==> src/rtl/t_state_sequencer_pkg.sv <==
// ---------------------------------------------------------------------------
// t_state_sequencer_pkg
//
// Shared definitions for the T-state sequencer, the control unit and the CPU
// top: sequencer state encodings and the default T-state geometry. Keeping
// them in one place means every block that decodes T agrees on the number of
// states and on the counter width.
// ---------------------------------------------------------------------------
package t_state_sequencer_pkg;

    // Sequencer top-level states.
    typedef enum logic {
        ST_RUN  = 1'b0,
        ST_HALT = 1'b1
    } seq_state_e;

    // Default T-state geometry: eight T-states held in a 3-bit counter.
    localparam int DEF_T_WIDTH    = 3;
    localparam int DEF_NUM_T      = 8;
    localparam int DEF_ICNT_WIDTH = 16;

endpackage : t_state_sequencer_pkg

==> src/rtl/t_state_sequencer_decoder.sv <==
// ---------------------------------------------------------------------------
// t_state_sequencer_decoder
//
// Generic binary-to-one-hot decoder with enable. Only the lowest N_OUT codes
// are decoded; select values at or above N_OUT produce all zeros, which lets
// the sequencer drop the unused top outputs when NUM_T < 2**WIDTH.
//
// Ports:
//   sel_i  [WIDTH-1:0]  binary select
//   en_i                1 = drive the selected output, 0 = all outputs low
//   dec_o  [N_OUT-1:0]  one-hot (or all-zero) decoded output
// ---------------------------------------------------------------------------
module t_state_sequencer_decoder #(
    parameter int WIDTH = 3,
    parameter int N_OUT = 2 ** WIDTH
) (
    input  logic [WIDTH-1:0] sel_i,
    input  logic             en_i,
    output logic [N_OUT-1:0] dec_o
);

    always_comb begin
        dec_o = '0;
        for (int i = 0; i < N_OUT; i++) begin
            if (en_i && (sel_i == WIDTH'(i))) begin
                dec_o[i] = 1'b1;
            end
        end
    end

endmodule : t_state_sequencer_decoder

==> src/rtl/t_state_sequencer.sv <==
// ---------------------------------------------------------------------------
// t_state_sequencer
//
// One-hot T-state generator for the CPU control unit. A binary T counter is
// advanced once per clock in RUN and decoded into one-hot strobes. The
// counter can be stalled by memory wait states, gated by a single-step debug
// mode, returned to T0 at the end of an instruction, or parked in HALT until
// a run pulse arrives. A counter that wraps without an end-of-instruction
// request sets a sticky overflow flag; every instruction boundary (explicit
// clear or wrap) is counted.
//
// Ports:
//   clk          system clock, all state updates on posedge
//   reset        synchronous active-high reset
//   hlt          halt request from the control unit
//   clr_timer    end-of-instruction request, return to T0
//   wait_req     memory/IO not ready, hold the current T-state
//   step_mode    1 = single-step debug mode
//   step_req     permits one advance per cycle while in step mode
//   run          resume pulse out of HALT
//   T            one-hot T-state strobes, T[0] = fetch
//   t_count      binary current T index
//   halted       sequencer is in HALT
//   ovf_err      sticky: counter wrapped past NUM_T-1 without clr_timer
//   instr_count  number of completed instructions (wraps)
// ---------------------------------------------------------------------------
module t_state_sequencer
    import t_state_sequencer_pkg::*;
#(
    parameter int T_WIDTH    = DEF_T_WIDTH,
    parameter int NUM_T      = DEF_NUM_T,
    parameter int ICNT_WIDTH = DEF_ICNT_WIDTH
) (
    input  logic                  clk,
    input  logic                  reset,
    input  logic                  hlt,
    input  logic                  clr_timer,
    input  logic                  wait_req,
    input  logic                  step_mode,
    input  logic                  step_req,
    input  logic                  run,
    output logic [NUM_T-1:0]      T,
    output logic [T_WIDTH-1:0]    t_count,
    output logic                  halted,
    output logic                  ovf_err,
    output logic [ICNT_WIDTH-1:0] instr_count
);

    localparam logic [T_WIDTH-1:0] LAST_T = T_WIDTH'(NUM_T - 1);

    seq_state_e            state_q;
    logic [T_WIDTH-1:0]    count_q;
    logic                  started_q;
    logic                  ovf_q;
    logic [ICNT_WIDTH-1:0] icnt_q;

    // In step mode the counter may only move on a cycle carrying step_req.
    logic step_ok;
    assign step_ok = !step_mode || step_req;

    // Sequencer FSM. Priority inside RUN: halt, step gating, wait, clear,
    // then normal advance / wrap.
    always_ff @(posedge clk) begin
        if (reset) begin
            state_q   <= ST_RUN;
            count_q   <= '0;
            started_q <= 1'b0;
            ovf_q     <= 1'b0;
            icnt_q    <= '0;
        end else if (!started_q) begin
            // First edge after reset only arms the decoder so that T0 is
            // presented for a full cycle before the counter moves.
            started_q <= 1'b1;
        end else begin
            case (state_q)
                ST_HALT: begin
                    count_q <= '0;
                    if (run) begin
                        state_q <= ST_RUN;
                    end
                end
                default: begin
                    if (hlt) begin
                        state_q <= ST_HALT;
                        count_q <= '0;
                    end else if (step_ok && !wait_req) begin
                        // A pending clr_timer is deferred while wait_req is
                        // high and ignored while step mode withholds a step.
                        if (clr_timer) begin
                            count_q <= '0;
                            icnt_q  <= icnt_q + ICNT_WIDTH'(1);
                        end else if (count_q == LAST_T) begin
                            count_q <= '0;
                            ovf_q   <= 1'b1;
                            icnt_q  <= icnt_q + ICNT_WIDTH'(1);
                        end else begin
                            count_q <= count_q + T_WIDTH'(1);
                        end
                    end
                end
            endcase
        end
    end

    // T strobes are live only once started and while running.
    logic dec_en;
    assign dec_en = started_q && (state_q == ST_RUN);

    t_state_sequencer_decoder #(
        .WIDTH (T_WIDTH),
        .N_OUT (NUM_T)
    ) u_t_decoder (
        .sel_i (count_q),
        .en_i  (dec_en),
        .dec_o (T)
    );

    assign t_count     = count_q;
    assign halted      = (state_q == ST_HALT);
    assign ovf_err     = ovf_q;
    assign instr_count = icnt_q;

endmodule : t_state_sequencer

==> config.mk <==
export PLATFORM = sky130hd
export DESIGN_NAME = t_state_sequencer
export DESIGN_NICKNAME = d
export VERILOG_FILES = /design/src/rtl/t_state_sequencer_pkg.sv /design/src/rtl/t_state_sequencer_decoder.sv /design/src/rtl/t_state_sequencer.sv
export SDC_FILE = /design/constraint.sdc
export NUM_CORES = 1
export LEC_CHECK = 0
export ABC_CLOCK_PERIOD_IN_PS = 1600
export CAP_MARGIN = 20
export CORE_MARGIN = 2
export CORE_UTILIZATION = 41
export DETAILED_ROUTE_END_ITERATION = 6
export MAX_ROUTING_LAYER = met4
export PLACE_DENSITY = 0.75
export RECOVER_POWER = 50
export SYNTH_ARGS = -nofsm -noshare
export SYNTH_HDL_FRONTEND = slang
export SYNTH_SLANG_ARGS = --single-unit
==> constraint.sdc <==
create_clock -name clk -period 1.6 [get_ports clk]
set_input_delay 0.32 -clock clk [delete_from_list [all_inputs] [get_ports clk]]
set_output_delay 0.32 -clock clk [all_outputs]
set_load 0.01 [all_outputs]
; ---- Word level (Yosys, flattened, before mapping)
; Cells that the tools add are included.
[op_classes]
n_mux = 19
n_bitwise = 3
add_sub_neg = 2
eq_ne = 7
reduce_logical = 19
[op_table]
columns = operator, n
row1 = 16-bit two-way mux, 2
row2 = 16-bit by 1-bit adder with 16-bit output (second input constant), 1
row3 = 3-bit two-way mux, 5
row4 = 3-bit == test (second input constant), 4
row5 = 1-bit two-way mux, 12
row6 = 1-bit logical AND, 10
row7 = 3-bit by 2-bit == test with 1-bit output (second input constant), 2
row8 = 6-bit AND reduction, 1
row9 = 5-bit AND reduction, 1
row10 = 3-bit by 1-bit adder with 3-bit output (second input constant), 1
row11 = 3-bit by 1-bit == test with 1-bit output (second input constant), 1
row12 = 3-bit logical NOT, 1
row13 = 1-bit inverter, 3
row14 = 3-bit nonzero test, 1
row15 = 1-bit logical NOT, 2
row16 = 2-bit AND reduction, 1
row17 = 2-bit nonzero test, 1
row18 = 1-bit logical OR, 1
[word_totals]
ff_bits = 22
input_bits = 8
output_inout_bits = 29
wordCells = 55

; ---- Longest topological paths before layout
; Gate-level depths: netlist of the first run.
[logic_depth]
depth_word = 6
depth_mapped = 7
mapped_depth_nobuf = 6

; ---- Cells and area by module
; Synthesis of the first run repeated with hierarchy kept, for this count alone.
[unflattened]
hier_cells = 126
hier_area_um2 = 1122.3
[modules_own_cells]
columns = module, area_per_inst_um2, n_inst, seq_area_each_um2, cells_per_inst
row1 = t_state_sequencer, 1026.0, 1, 440.4, 118
row2 = t_state_sequencer_decoder, 96.3, 1, 0.0, 8

; ---- Worst setup path after synthesis of the first run
; No wires, ideal clock.
[synth_timing]
path_kind = register -> register
start = register count_q[0] (netlist: t_count[0])
end = register icnt_q[12] (netlist: instr_count[12])
slack_ns = -0.179
t_required_ns = 1.529
path_buffers = 1
arrival_ns = 1.708
synth_period_minus_slack_ns = 1.779
setup_time_ns = 0.071
stages_incl_launch_ff = 7
path_cell_list = dfxtp_1 > ha_1 > ha_1 > o2111ai_2 > buf_6 > or4_1 > a21oi_1
[synth_via]
elab_chain_cells = 3
[synth_rtl]
columns = item, line
row1 = start: declaration, t_state_sequencer.sv:52  ; logic [T_WIDTH-1:0] count_q;
row2 = start signal: assignment, t_state_sequencer.sv:97  ; count_q <= count_q + T_WIDTH'(1);
row3 = 3-bit == test, t_state_sequencer.sv:92  ; end else if (count_q == LAST_T) begin
row4 = 2-bit nonzero test (no line), n/a
row5 = 5-bit AND reduction (no line), n/a
row6 = end signal: assignment, t_state_sequencer.sv:91  ; icnt_q <= icnt_q + ICNT_WIDTH'(1);
row7 = end signal: assignment, t_state_sequencer.sv:95  ; icnt_q <= icnt_q + ICNT_WIDTH'(1);
row8 = end: declaration, t_state_sequencer.sv:55  ; logic [ICNT_WIDTH-1:0] icnt_q;
; Every way passes these cells.
; A chain may end at the register's enable or synchronous reset.

; ---- Worst setup path after layout of the first run
[layout_timing]
start = register count_q[1] (netlist: t_count[1])
end = register icnt_q[10] (netlist: instr_count[10])
; The elaborated chain is that of the path after synthesis.

==> metrics.txt, run 1 <==
routability cong. 0.814; core region area 2710 µm²; # hold bufs at CTS 0; vias in the first global route 1,237; Tmin final 1.70 ns; HPWL Detailed 2240 µm; Final #Nets 206; FF+latch count, synth 22; Register Area 473 µm²; Die ar. 3230 µm²; power per cell area 584 nW/µm²; # rows 19; Area contributors post-synth dfxtp_1 38%, ha_1 7.6%, a21oi_1 7.4%, o31ai_1 5.9%, or4_1 5.9%; Critical-path top delay cell or4_1; Syn Area/Cell 8.62 µm²; design area 1850 µm²; critical-path cell list ha_4 -> ha_4 -> o2111ai_4 -> buf_12 -> or4_1 -> a21oi_1; clock net sink count 22; Critical Path Max Stage Delay 0.51 ns; Final Util 68.1%; Switching Power 225 µW; fin crit share 106%; count of port buffers added during placement 36; Starting Density 42.3%; Layout Cells excl Fill 221; HP Class reg -> reg; Max VDD drop 0.000599 V; CTS tree done; Syn Std Cell Area 1150 µm²; Leak 0.849 nW; initial antenna violation count 0; Max Clock Skew 0.00904 ns; Final Hold Fails 0; status finished, violations left; relative slew slack 78.2%; Final WS setup -0.103 ns; drt initial violations 40; Reg clk slew, reported paths 0.13 ns; DP Area 1730 µm²; Root Driver clkbuf_4; Slew @ Worst Pin 0.325 ns; largest net degree at the start of global routing 25; Clk pwr share 39.2%; layout cell share with drive strength beyond 1 32.6%; Internal 854 µW; placed instance count 216; routed len/inst 14.0 µm; multi-input logic area 739 µm²; sum of buffers and inverters on the critical path 1; Worst path most repeated cell ha_4; maximum capacitance violations 0; Critical Path Fanout Max 24; Power Total 1.08 mW; Final Max Slew Viols 0; Yosys top cell area share 38.4%; Skew-Pair Late Insertion Delay 0.31 ns; crit path kind reg -> reg; P&R area growth vs syn 61.1%; DRT Wirelength 3090 µm; R2R setup slack -0.10 ns; Post-Syn Instances 133; n_diodes 0; I/O Pins 37; RSZ-0062 raised after global routing true; Startpoint Class register; sequential fraction of design power 50.8%; die width 56.9 µm; CP delay by family, top simple AND/OR/NAND/NOR gates; filler cell count 241; count leader, synth dfxtp_1; Fin Setup TNS -0.841 ns; Post-Syn Nets 148; vias per cell 5.59; DRC viols 0; ys flop type dfxtp_1; async set or reset register ratio after synthesis 0%; DRT antenna net count 0; chip height 56.9 µm; first-pass GRT wire length 5220 µm; WP data required 1.85 ns; failing checks negative setup slack; YS warnings 0; Synth cell types 29; Logic pwr share 9.9%; fmax 587 MHz; sequential area share after synthesis 38.4%; vias 1,235; Worst Setup End Kind register; CP Data Arrival Time 1.95 ns; Sw Share 20.9%; Synth area leader dfxtp_1; final setup fails 13; total CTS buffers 3; EDFF count, synth 0; First-pass DRT Iterations 4; Total Routing Usage GR 20.6%; Commonest cells post-synth 22 x dfxtp_1, 17 x a21oi_1, 9 x o31ai_1, 9 x or4_1, 8 x nor2_1; gr ovfl total 0; CTS H-tree lvls 1; Clock Tree Buf Depth 2
## cells in the final DEF, fill, tap and decap left out, types with 3 or more instances in the layout
cell type and instances:
o31ai_1 9, and3_1 5, nand3_1 4, clkbuf_4 3, nand2_1 6, nor2_1 8, buf_6 3, buf_2 6
a21oi_1 17, inv_1 6, o21ai_0 5, dlymetal6s2s_1 6, dfxtp_2 8, dfxtp_1 8, nand4_1 4, or3_1 6
clkdlybuf4s50_1 9, dfxtp_4 6, ha_4 4, buf_4 19, dlygate4sd2_1 11, and4_1 3, or4_1 7
## cell type report
| class | count | share of cell area, % |
|---|---|---|
| inverter | 7 | 1.69 |
| clock buffer | 3 | 1.22 |
| sequential | 22 | 25.6 |
| multi-input combinational | 99 | 40.0 |
| tap | 31 | 2.10 |
| timing repair buffer | 58 | 27.7 |
| clock inverter | 1 | 1.63 |
## through the flow
| step | hold slack [ns] | worst slack (ns) |
|---|---|---|
| final | 0.492 | -0.103 |
| after global routing | 0.534 | -0.182 |
| after CTS | 0.502 | -0.0976 |
| after detailed placement | 0.472 | -0.414 |
| after global placement | 0.466 | -0.384 |
| after floorplan | 0.389 | 0.0120 |
## metal layers
layer	track usage, %	share of wire, %	up-vias
li1	-	-	614
met1	22.8	43	581
met2	37.2	52	36
met3	2.30	4.2	4
met4	8.64	1.2	0
met5	-	0	-
## flip-flops by register name, indices dropped and copies added, names as in the netlist
register / cells
halted: 1
ovf_err: 1
t_count: 3
instr_count: 16
started_q: 1
## tightest hold or removal path, delay by kind of cell, from the launching register on
kind | cells | cell delay, ns
DFF | 1 | 0.35
and+or+nand+nor | 1 | 0.07
AOI/OAI and AO/OA | 1 | 0.04
## power groups by stage
stage	logic, mW	clock network [mW]	registers (mW)
floorplan	0.0397	0	0.571
global placement	0.105	0	0.567
detailed placement	0.109	0	0.567
CTS	0.107	0.436	0.553
global route	0.118	0.456	0.550
finish	0.107	0.423	0.548
## what timing repair did
| action | 4_1_cts | 5_1_grt |
|---|---|---|
| setup buffers | 1 | 0 |
| pin swaps | 2 | 2 |
| resized for setup | 59 | 24 |
| endpoints found under the setup margin | 36 | 31 |
## cells by family (layout without fill, tap and decap cells)
logic type | after synthesis | after routing | share of synthesized area, %
AO/OA/AOI/OAI | 36 | 36 | 19.5
flip-flops | 22 | 22 | 38.4
multiplexers | 2 | 2 | 1.86
XOR/XNOR | 1 | 1 | 0.764
AND/OR/NAND/NOR | 53 | 53 | 27.1
adder cells (fa/ha/maj) | 7 | 7 | 7.64
buffers and inverters | 12 | 69 | 4.69
## path summary, 6_finish.rpt
path / startpoint / endpoint / cells after the start
setup / recovery: t_count[1]$_SDFFE_PP0P_ / instr_count[10]$_SDFFE_PP0P_ / 6
setup reg to reg: t_count[1]$_SDFFE_PP0P_ / instr_count[10]$_SDFFE_PP0P_ / 6
hold reg to reg: ovf_err$_SDFFE_PP0P_ / ovf_err$_SDFFE_PP0P_ / 2
hold / removal: ovf_err$_SDFFE_PP0P_ / ovf_err$_SDFFE_PP0P_ / 2
(Power assumes the default switching activity.)
==> inputs of run 2 (changes only) <==
CORE_MARGIN = 1.5   (was 2)
GPL_TIMING_DRIVEN = 0   (was default)
==> metrics.txt, run 2 (synthesized netlist as in run 1, its figures left out) <==
core region area 2570 µm²; die width 55.9 µm; DRT Wirelength 3190 µm; fin crit share 108%; Reg clk slew, reported paths 0.14 ns; First-pass DRT Iterations 4; number of flip-flops in the largest register 16; Max VDD drop 0.000494 V; Max Clock Skew 0.00932 ns; maximum capacitance violations 0; status finished, violations left; Final #Nets 198; R2R depth 6; drt initial violations 46; Startpoint Class input pin; vias per cell 5.83; Final Hold Fails 0; Starting Density 44.6%; HP Class reg -> reg; CP Data Arrival Time 1.98 ns; Tmin final 1.73 ns; Final Util 71.5%; first-pass GRT wire length 5110 µm; relative slew slack 64.4%; worst hold stages 2; Final Max Slew Viols 0; Final WS setup -0.132 ns; DRC viols 0; # rows 18; Critical Path Fanout Max 10; Total Routing Usage GR 20.8%; count of port buffers added during placement 36; fmax 578 MHz; total CTS buffers 3; RSZ-0062 raised after global routing true; Clock Tree Buf Depth 2; gr ovfl total 0; DRT antenna net count 0; chip height 55.9 µm; CTS H-tree lvls 1; n_diodes 0; routed len/inst 15.0 µm; vias 1,235; CTS tree done; HPWL Detailed 2060 µm; Worst Setup End Kind register; layout cell share with drive strength beyond 1 31.9%; Slew @ Worst Pin 0.533 ns; P&R area growth vs syn 60.3%; Fin Setup TNS -1.15 ns; Min-Delay Startpoint instr_count[15]$_SDFFE_PP0P_; I/O Pins 37; worst setup path startpoint hlt; largest net degree at the start of global routing 14; crit path kind in -> reg; Root Driver clkbuf_4; Skew-Pair Late Insertion Delay 0.31 ns; final setup fails 17; vias in the first global route 1,106; Die ar. 3120 µm²; R2R Path Start t_count[1]$_SDFFE_PP0P_; clock net sink count 22; WP data required 1.85 ns; power per cell area 550 nW/µm²; routability cong. 0.813; initial antenna violation count 0; failing checks negative setup slack; Leak 0.866 nW; commonest non-fill, non-tap cells in the layout 15 x a21oi_1, 15 x clkdlybuf4s50_1, 12 x dfxtp_4, 12 x dlymetal6s2s_1
run 2: critical path: stages:
cell	delay, ns
clkdlybuf4s50_1	0.48
nor2_1	0.19
o2111ai_4	0.15
buf_6	0.17
or4_1	0.52
a21oi_1	0.15
run 2: final cells by class:
cell class                 instances  area (µm²)
multi-input combinational         99         756
clock buffer                       4        47.5
inverter                           7        28.8
sequential                        22         494
timing repair buffer              45         435
fill                             206         731
tap                               30        37.5
buffer                             5        37.5
run 2: metrics by stage:
step / std cells / hold slack [ns] / setup slack [ns] / area, µm² / power (mW)
final: 212 / 0.489 / -0.132 / 1840 / 1.01
after global routing: 212 / 0.509 / -0.195 / 1840 / 1.05
after CTS: 207 / 0.489 / -0.0850 / 1670 / 1.02
after detailed placement: 199 / 0.475 / -0.398 / 1590 / 0.655
after global placement: 199 / 0.452 / -0.380 / 1590 / 0.652
after floorplan: 133 / 0.389 / 0.0120 / 1190 / 0.610
run 2: where the power goes:
part | leakage (nW) | internal, mW | switching [mW]
sequential | 0.191 | 0.536 | 0.00884
combinational | 0.650 | 0.0456 | 0.0464
clock | 0.0261 | 0.191 | 0.182
run 2: timing repair:
action                                  CTS  global route
hold buffers                              0             0
gates resized for setup                  60            34
setup buffers                             4             5
endpoints found under the setup margin   40            41
run 2: per-layer routing:
layer,GRT usage (%),vias to the layer above,wire [µm]
met4,6.80,0,34
li1,-,604,-
met1,26.4,600,1450
met2,34.5,27,1610
met3,2.33,4,97
met5,-,-,0
run 2: final timing paths:
| path | end | slack, ns |
|---|---|---|
| min | instr_count[15]$_SDFFE_PP0P_ | 0.49 |
| min reg2reg | instr_count[15]$_SDFFE_PP0P_ | 0.49 |
| max reg2reg | instr_count[7]$_SDFFE_PP0P_ | -0.13 |
| max | instr_count[7]$_SDFFE_PP0P_ | -0.13 |
==> variant: new RTL, settings of run 1 <==
The package constant `DEF_NUM_T` goes from 8 to 10.
--- a/src/rtl/t_state_sequencer_pkg.sv
+++ b/src/rtl/t_state_sequencer_pkg.sv
@@ -18,3 +18,3 @@
     localparam int DEF_T_WIDTH    = 3;
-    localparam int DEF_NUM_T      = 8;
+    localparam int DEF_NUM_T      = 10;
     localparam int DEF_ICNT_WIDTH = 16;
Ports: changed (resized T); port bits go from 37 to 39. No check against the original RTL was run, so the function may have changed too.
==> variant against run 1 <==
The run still ends with setup timing left. Area after synthesis grew 2.6%. Count of clock-buffer cells in the layout is the same. Largest power group unchanged. Setup slack lost 130 ps. Wire length grew 19%. Power grew 0.19%. Cell count grew 11%. Design area grew 13%. Sequential cell count is the same. Highest routed layer unchanged. Sequential share of layout area shrank 2.0 points.
==> variant: results (changes against run 1) <==
CTS
  – Post-CTS setup buffer count: 8 (+7)

Layout
  – Clock-cell share of area: 0.02521 (-0.003245)
  – Buffer share of cell area: 0.3247 (+0.04763)
  – Fraction of area in multi-input gates: 0.3806 (-0.01985)
  – Nonclk inv count: 8 (+1)
  – Share of layout cells above drive strength 1: 0.4744 (+0.1481)
  – Layout fillers: 205 (-15%)
  – Count of sequential standard cells: 22 (unchanged)

Logic synthesis
  – Synth Area in Compound Gates: 0.2021 (+0.006713)
  – Mux cell area share after synthesis: 0.01809 (-0.0004738)

Timing
  – Clk_skew: 6.465 ps (-2.574 ps)
  – Final setup TNS: -3188 ps (-2347 ps)
  – Final WS setup: -230.5 ps (-127.9 ps)
  – Actual slew at the worst max-slew pin: 391.7 ps (+66.41 ps)
  – Final setup viols: 22 (+9)

Placement
  – Hpwl dp: 2514 um (+12%)
  – Post-DP Area: 0.001858 mm^2 (+7.2%)
  – Setup WS pre-CTS: -504.6 ps (-90.16 ps)
  – I/O Buffers: 38 (+5.6%)

Status
  – Outcome: finished, violations left
  – Failing checks: setup timing

Global routing
  – Number of global-route vias before repair: 1357 (+9.7%)
  – Total global-route track usage: 0.2418 (+0.03571)

Pwr
  – Sequential Power: 0.539 mW (-2%)

Detailed routing
  – Routed WL per cell: 15.02 um (+7.3%)
## variant: cell types whose count changed after synthesis, sizes merged, moves of 3 or more
cell    delta
nor4       +5
clkbuf     +3
or3        -3
nand2      +3
and3       -5
ha         -4
## variant: path summary, 6_finish.rpt
kind | slack [ps] | depth (start not counted) | endpoint
worst min-delay path | 510 | 2 | instr_count[14]
worst max-delay path | -230 | 6 | instr_count[9]
worst min register to register | 510 | 2 | instr_count[14]
worst max register to register | -230 | 6 | instr_count[9]
## variant: logic make-up (layout without fill, tap and decap cells)
kind of cell               count (synthesis)  after routing
muxes                                      2              2
xor gates and xnor gates                   1              1
buffers and inverters                     17             91
and+or+nand+nor                           57             57
AOI/OAI and AO/OA                         39             39
DFF                                       22             22
adders and majority gates                  3              3
## variant: critical path: cells and delay by family (launching register included)
kind                   cells  cell delay (ps)
and+or+nand+nor            2              740
DFF                        1              380
AOI/OAI and AO/OA          2              330
buffers and inverters      2              310
